[config.mk]
export PLATFORM = sky130hd
export DESIGN_NAME = core_pc_launcher
export DESIGN_NICKNAME = d
export VERILOG_FILES = /design/src/rtl/core_pc_launcher.sv
export SDC_FILE = /design/constraint.sdc
export NUM_CORES = 1
export LEC_CHECK = 0
export BUFFER_PORTS_ARGS = -buffer_cell sky130_fd_sc_hd__buf_2
export CELL_PAD_IN_SITES_DETAIL_PLACEMENT = 1
export CELL_PAD_IN_SITES_GLOBAL_PLACEMENT = 1
export CORE_AREA = 2 2 87 89
export DETAILED_ROUTE_END_ITERATION = 8
export DIE_AREA = 0 0 89 91
export GPL_TIMING_DRIVEN = 0
export PLACE_DENSITY = 0.87
export SLEW_MARGIN = 15
export SYNTH_ARGS = -nofsm -noshare
export SYNTH_HDL_FRONTEND = slang
export SYNTH_SLANG_ARGS = --single-unit
[constraint.sdc]
create_clock -name clk_i -period 2.62 [get_ports clk_i]
set_input_delay 0.262 -clock clk_i [delete_from_list [all_inputs] [get_ports clk_i]]
set_output_delay 0.262 -clock clk_i [all_outputs]
set_load 0.01 [all_outputs]
[src/rtl/core_pc_launcher.sv]
// core_pc_launcher: walks a rectangular tile array in row-major order and
// issues one PC-write store per tile. Outstanding stores are limited by a
// credit counter, and the launcher reports done once every store is acked.
// Optional build macro CORE_LAUNCH_TIMEOUT_EN adds a stall watchdog that
// forces ERR when SEND/DRAIN make no progress for timeout_cycles_p cycles.
module core_pc_launcher #(
   parameter int unsigned x_cord_width_p    = 4,
   parameter int unsigned y_cord_width_p    = 4,
   parameter int unsigned num_tiles_x_p     = 4,
   parameter int unsigned num_tiles_y_p     = 4,
   parameter int unsigned data_width_p      = 32,
   parameter int unsigned addr_width_p      = 20,
   parameter logic [addr_width_p-1:0] pc_write_addr_p = addr_width_p'(20'h4_0000),
   parameter int unsigned max_out_credits_p = 8
`ifdef CORE_LAUNCH_TIMEOUT_EN
   ,
   parameter int unsigned timeout_cycles_p  = 1024
`endif
) (
   input  logic                                       clk_i,
   input  logic                                       reset_i,
   input  logic                                       start_i,
   input  logic [data_width_p-1:0]                    start_pc_i,
   output logic                                       busy_o,
   output logic                                       done_o,
   output logic                                       err_o,
   output logic                                       pkt_v_o,
   output logic [x_cord_width_p-1:0]                  pkt_x_o,
   output logic [y_cord_width_p-1:0]                  pkt_y_o,
   output logic [addr_width_p-1:0]                    pkt_addr_o,
   output logic [data_width_p-1:0]                    pkt_data_o,
   input  logic                                       pkt_ready_i,
   input  logic                                       resp_v_i,
   output logic [$clog2(max_out_credits_p+1)-1:0]     out_credits_o
);

   localparam int unsigned cred_w_lp = $clog2(max_out_credits_p + 1);
   localparam logic [cred_w_lp-1:0]      cred_max_lp = cred_w_lp'(max_out_credits_p);
   localparam logic [x_cord_width_p-1:0] x_last_lp   = x_cord_width_p'(num_tiles_x_p - 1);
   localparam logic [y_cord_width_p-1:0] y_last_lp   = y_cord_width_p'(num_tiles_y_p - 1);

   typedef enum logic [2:0] {
      st_idle_e  = 3'd0,
      st_send_e  = 3'd1,
      st_drain_e = 3'd2,
      st_done_e  = 3'd3,
      st_err_e   = 3'd4
   } state_e;

   state_e                    state_q, state_d;
   logic [x_cord_width_p-1:0] x_q, x_d;
   logic [y_cord_width_p-1:0] y_q, y_d;
   logic [data_width_p-1:0]   pc_q, pc_d;
   logic [cred_w_lp-1:0]      cred_q, cred_d;
   logic                      hs;
   logic                      spurious;
   logic                      timeout_hit;

   // Request valid depends only on registered state and credits.
   assign pkt_v_o       = (state_q == st_send_e) && (cred_q != '0);
   assign hs            = pkt_v_o && pkt_ready_i;
   assign spurious      = resp_v_i && (cred_q == cred_max_lp);
   assign pkt_x_o       = x_q;
   assign pkt_y_o       = y_q;
   assign pkt_addr_o    = pc_write_addr_p;
   assign pkt_data_o    = pc_q;
   assign out_credits_o = cred_q;
   assign busy_o        = (state_q == st_send_e) || (state_q == st_drain_e);
   assign done_o        = (state_q == st_done_e);
   assign err_o         = (state_q == st_err_e);

`ifdef CORE_LAUNCH_TIMEOUT_EN
   localparam int unsigned to_w_lp = $clog2(timeout_cycles_p + 1);
   logic [to_w_lp-1:0] to_cnt_q, to_cnt_d;

   // Watchdog: counts idle cycles in SEND/DRAIN, cleared by any progress.
   always_comb begin
      to_cnt_d    = '0;
      timeout_hit = 1'b0;
      if (busy_o && !hs && !resp_v_i) begin
         to_cnt_d    = to_cnt_q + to_w_lp'(1);
         timeout_hit = (to_cnt_q == to_w_lp'(timeout_cycles_p - 1));
      end
   end

   // Watchdog counter register.
   always_ff @(posedge clk_i) begin
      if (reset_i) to_cnt_q <= '0;
      else         to_cnt_q <= to_cnt_d;
   end
`else
   assign timeout_hit = 1'b0;
`endif

   // Next-state, tile walk and credit accounting.
   always_comb begin
      state_d = state_q;
      x_d     = x_q;
      y_d     = y_q;
      pc_d    = pc_q;
      cred_d  = cred_q;

      if (hs && !resp_v_i) begin
         cred_d = cred_q - cred_w_lp'(1);
      end else if (!hs && resp_v_i && !spurious) begin
         cred_d = cred_q + cred_w_lp'(1);
      end

      case (state_q)
         st_idle_e, st_done_e: begin
            if (start_i) begin
               pc_d    = start_pc_i;
               x_d     = '0;
               y_d     = '0;
               state_d = st_send_e;
            end
         end
         st_send_e: begin
            if (hs) begin
               if (x_q == x_last_lp) begin
                  x_d = '0;
                  if (y_q == y_last_lp) state_d = st_drain_e;
                  else                  y_d     = y_q + y_cord_width_p'(1);
               end else begin
                  x_d = x_q + x_cord_width_p'(1);
               end
            end
         end
         st_drain_e: begin
            if (cred_q == cred_max_lp) state_d = st_done_e;
         end
         st_err_e: state_d = st_err_e;
         default:  state_d = st_err_e;
      endcase

      // An ack with nothing outstanding or a stalled launch is fatal.
      if (spurious || timeout_hit) state_d = st_err_e;
   end

   // State and datapath registers.
   always_ff @(posedge clk_i) begin
      if (reset_i) begin
         state_q <= st_idle_e;
         x_q     <= '0;
         y_q     <= '0;
         pc_q    <= '0;
         cred_q  <= cred_max_lp;
      end else begin
         state_q <= state_d;
         x_q     <= x_d;
         y_q     <= y_d;
         pc_q    <= pc_d;
         cred_q  <= cred_d;
      end
   end

endmodule
* Yosys cells after proc, flatten, opt, wreduce, memory -nomap -nowiden
Cells that the tools add are included.
Cells by class: add/sub/neg operators 4, eq/ne operators 18, mux-type cells 17, reduce and logical (&&, ||, !) cells 21
Operator list (number):
- $mux W4 | 8
- $mux W3 | 6
- $pmux W4 S2 | 2
- $reduce_and A5 Y1 | 3
- $add A4 B1 Y4 const B | 3
- $ne A3 B2 Y1 const B | 3
- $pmux W3 S3 | 1
- $eq A4 B2 Y1 const B | 2
- $eq A3 B2 Y1 const B | 2
- $logic_and A1 B1 Y1 | 6
- $ne A2 B1 Y1 const B | 3
- $ne A2 B2 Y1 const B | 3
- $ne A3 B3 Y1 const B | 2
- $eq A4 B4 Y1 const B | 1
- $reduce_bool A2 Y1 | 2
- $reduce_bool A4 Y1 | 1
- $reduce_or A2 Y1 | 2
- $sub A4 B1 Y4 const B | 1
- $eq A3 B1 Y1 const B | 1
- $eq A3 B3 Y1 const B | 1
- $logic_not A1 Y1 | 3
- $logic_not A3 Y1 | 1
- $reduce_and A3 Y1 | 1
- $reduce_and A2 Y1 | 1
- $logic_or A1 B1 Y1 | 1
Storage, ports and cells: flip-flop bits (word level) 47, bits of input ports 37, output and inout bits 68, word-level logic and storage cells 66

* Longest topological paths before layout
depth in word-level cells 8, mapped depth 8, gate-level depth less buffers 7

* Least setup slack after synthesis
Ideal clock, no wire load.
kind reg-to-reg, start point register cred_q[1] (netlist: out_credits_o[1]), end point register cred_q[2] (netlist: out_credits_o[2]), arrival 1.907 ns, slack 0.592 ns, stages on the path, launching flop included 9, buffers on the path 1, cell sequence dfxtp_1 > buf_6 > nor4_1 > nor3_1 > xor2_1 > ha_1 > nor3_1 > a22oi_2 > mux2_4
Between the ends: cells in the longest elaborated chain, start to end 7, elaborated cells between the ends (all ways) 15
Ends and longest elaborated chain:
- from (decl) | line 54 | logic [cred_w_lp-1:0] cred_q, cred_d;
- from (signal assigned) | line 147 | cred_q <= cred_max_lp;
- from (signal assigned) | line 153 | cred_q <= cred_d;
- parallel branches: the longest is 7 deep, another holds $add A4 B1 Y4
Several ways; the timed one is not identified. The select of a mux whose other input is x is not followed. A chain may end at the register's enable or synchronous reset.

* Final worst setup path
start point register state_q[2], end point register cred_q[2] (netlist: out_credits_o[2])
Between the ends: cells in the longest elaborated chain, start to end 7, elaborated cells between the ends (all ways) 9
Ends and longest elaborated chain:
- from (decl) | line 50 | state_e state_q, state_d;
- from (signal assigned) | line 143 | state_q <= st_idle_e;
- from (signal assigned) | line 149 | state_q <= state_d;
- $eq A3 B1 Y1 * | line 60 | assign pkt_v_o = (state_q == st_send_e) && (cred_q != '0);
- $logic_and A1 B1 Y1 * | line 60
- $logic_and A1 B1 Y1 * | line 61 | assign hs = pkt_v_o && pkt_ready_i;
- $logic_not A1 Y1 | line 105 | end else if (!hs && resp_v_i && !spurious) begin
- $logic_and A1 B1 Y1 (2 in series) | line 105
- $reduce_bool A2 Y1 (no line)
Mark *: on every way between the ends. The rest lies on a longest branch, timed or not.

==> summary.md <==
| Metric | Value |
|---|---|
| GRT Residual Overflow | `0` |
| Hold-fix buffers, CTS | `0` |
| Commonest non-fill, non-tap cell in the layout | `buf_2` |
| Worst-path clk slew | `approximately 90 ps` |
| WP data arrival | `2570 ps` |
| Ant. Diodes | `0` |
| Crit-path cells | `clkbuf_1 -> nand4bb_1 -> nor3_1 -> xor2_1 -> ha_1 -> nor3_1 -> a22oi_2 -> mux2_4` |
| Die Ht | `91 um` |
| Skew-Pair Late Insertion Delay | `290 ps` |
| Ys Warns | `0` |
| CTS root buffer | `clkbuf_8` |
| DRC | `0` |
| Site row count | `31` |
| Register bit total from synthesis | `47` |
| Fin. Hold Viols | `0` |
| Post-synthesis cell area | `2240 um^2` |
| Startpoint class of the critical path | `flip-flop` |
| HP Class | `primary input to flip-flop` |
| Final period util | `91.0%` |
| Initial antenna violation count | `0` |
| Crit path max-delay family | `simple AND/OR/NAND/NOR gates` |
| Crit path time final | `about 2400 ps` |
| Post-synth ARST share | `0%` |
| XOR/XNOR share of the synthesized area | `0.783%` |
| Crit. End Element | `flip-flop` |
| NetSw | `528 uW` |
| DRT iter0 DRCs | `44` |
| Total Wirelength | `6.28 mm` |
| Largest net degree at the start of global routing | `16` |
| Final slew viol count | `0` |
| F_max | `419 MHz` |
| Setup ws final | `between 200 and 250 ps` |
| Slowest stage delay, CP | `~450 ps` |
| CP max FO | `9` |
| CORE AREA | `around 7100 um^2` |
| RSZ-0062 raised after global routing | `no` |
| Die area | `8100 um^2` |
| GRT Total Usage | `15.1%` |
| Crit-path most repeated cell | `nor3_1` |
| Worst Max-Slew Pin Slew | `slightly below 600 ps` |
| CTS tree | `done` |
| Average wire per standard cell | `roughly 13 um` |
| Sw Share | `32.1%` |
| Vias | `2,259` |
| # fillers | `967` |
| Worst VDD drop | `approximately 0.24 mV` |
| # IOs | `105` |
| WHS Path Cells | `3` |
| Number of distinct library cells after synthesis | `48` |
| Post-placement worst setup slack | `about 250 ps` |
| Internal power | `around 1.1 mW` |
| Pwr Total | `1.65 mW` |
| Largest family of logic cells by synthesized area | `simple AND/OR/NAND/NOR gates` |
| NumNets Final | `about 430` |
| Avg Inst Size Synth | `8.02 um^2` |
| Vias in the first global route | `~2,200` |
| Hold slack | `195 ps` |
| First-pass GRT wire length | `9.90 mm` |
| Commonest cells after routing, fill and taps aside | `buf_2, nand2_1, dfxtp_1` |
| Initial Utilization | `31.3%` |
| Mapped Cells | `279` |
| Vias per cell | `4.65` |
| PD cells | `563 nW/um^2` |
| H-tree depth | `2` |
| GP Congestion | `0.820` |
| Input/output buffers | `82` |
| Critical path depth | `8` |
| Post-cts resize count | `0` |
| Clock share of power | `26.5%` |
| # setup viols final | `0` |
| Crit path buf inv count | `1` |
| Post-CTS setup buffer count | `0` |
| Max-cap violation count | `0` |
| Drt first pass iters | `4` |
| Clock Sinks | `47` |
| Comb pwr share | `about 25%` |
| Layout cells sized above 1 | `32.6%` |
| Post-synthesis simple-gate area fraction | `24.6%` |
| Worst Skew | `8.66 ps` |
| TritonCTS Buffers | `5` |
| Post-synth EDFFs | `0` |
| Antenna-violating nets left | `0` |
| Max-slew headroom | `61.0%` |
| Setup Total Neg Slack | `0 ps` |
| CP required | `2810 ps` |
| Post-DP HPWL | `4.91 mm` |
| Die X | `89 um` |
| Complex-gate fraction of the synthesized area | `between 15 and 20%` |
| CTS max path bufs | `2` |
| Reg2reg path depth | `8` |
| Status | `complete, no violations` |
| Worst Setup Path Type | `flip-flop to flip-flop` |
| Register area share after synthesis | `42.1%` |
| Slowest stage cell on the critical path | `nor3_1` |
| Leak | `~1.4 nW` |
| Flop pwr share | `approximately half` |
| Main synth FF type | `dfxtp_1` |
| Mux share of post-synthesis cell area | `under 10%` |
| Post-Synth Adder-Cell Area | `roughly 2.2%` |
| Area growth syn-to-layout | `30.9%` |
-- logic make-up (layout without fill, tap and decap cells) --
family,Yosys count,in the layout
XOR/XNOR,2,2
adder cells (fa/ha/maj),4,4
AND/OR/NAND/NOR,116,116
AO/OA/AOI/OAI,63,63
other,2,20
flip-flops,47,47
multiplexers,4,4
buffers and inverters,41,131
-- final timing paths --
check,start,end,slack (ps)
max,state_q[2],out_credits_o[2],240
min reg2reg,pkt_data_o[22],pkt_data_o[22],460
min,start_pc_i[23],pkt_data_o[23],190
max reg2reg,state_q[2],out_credits_o[2],240
-- routing by layer --
metal	GRT usage [%]	vias up	share of wire, %
met5	0	-	0
met4	3.98	0	1.1
met3	2.91	6	5.7
met2	26.6	67	51
met1	18.6	1062	43
li1	-	1124	-
-- power groups by stage --
stage / logic (mW) / registers [mW] / clock network, mW
2_1_floorplan: 0.237 / 0.845 / 0
3_3_place_gp: 0.395 / 0.821 / 0
3_5_place_dp: 0.408 / 0.824 / 0
4_1_cts: 0.410 / 0.808 / 0.462
5_1_grt: 0.455 / 0.815 / 0.491
6_report: 0.404 / 0.807 / 0.436
-- worst register-to-register path, delay by kind of cell, from the launching register on --
kind	cells	cell delay, ps
and+or+nand+nor	3	1000
DFF	1	320
muxes	1	310
adders and majority gates	1	230
buffers and inverters	1	200
xor gates and xnor gates	1	120
AOI/OAI and AO/OA	1	100
-- area by class of cell --
class | instances | area (um^2) | share of cell area [%]
Buffer | 38 | 231 | 7.91
Multi-Input combinational cell | 209 | 1120 | 38.3
Tap cell | 99 | 124 | 4.23
Sequential cell | 47 | 941 | 32.1
Timing Repair Buffer | 82 | 410 | 14.0
Clock buffer | 5 | 68.8 | 2.35
Clock inverter | 3 | 20.0 | 0.684
Inverter | 3 | 11.3 | 0.385
-- flip-flops by register name (all words and copies together), names as in the netlist --
name           cells
out_credits_o      4
pkt_x_o            4
state_q            3
pkt_y_o            4
pkt_data_o        32
-- Yosys cell counts, types with 3 or more instances --
master     n  area [um^2]
a21oi_1   41          205
a31oi_1    3         18.8
buf_2      5         25.0
buf_4     20          150
clkbuf_1  11         41.3
dfxtp_1   47          941
ha_1       3         37.5
mux2i_1    3         30.0
nand2_1   74          278
nand2b_1   4         25.0
nor2_1    10         37.5
nor3_1     5         25.0
nor3b_1    3         22.5
o21ai_0    4         20.0
o31ai_1    4         30.0
-- through the flow --
step                      instance area, um^2  instances  utilization, %
after floorplan                          2300        297               -
after global routing                     2930        486            41.0
final                                    2930        486            41.0
after detailed placement                 2840        478            39.8
after global placement                   2840        478            39.8
after CTS                                2930        486            41.0
Note: power is estimated with default switching activity, not from simulation.
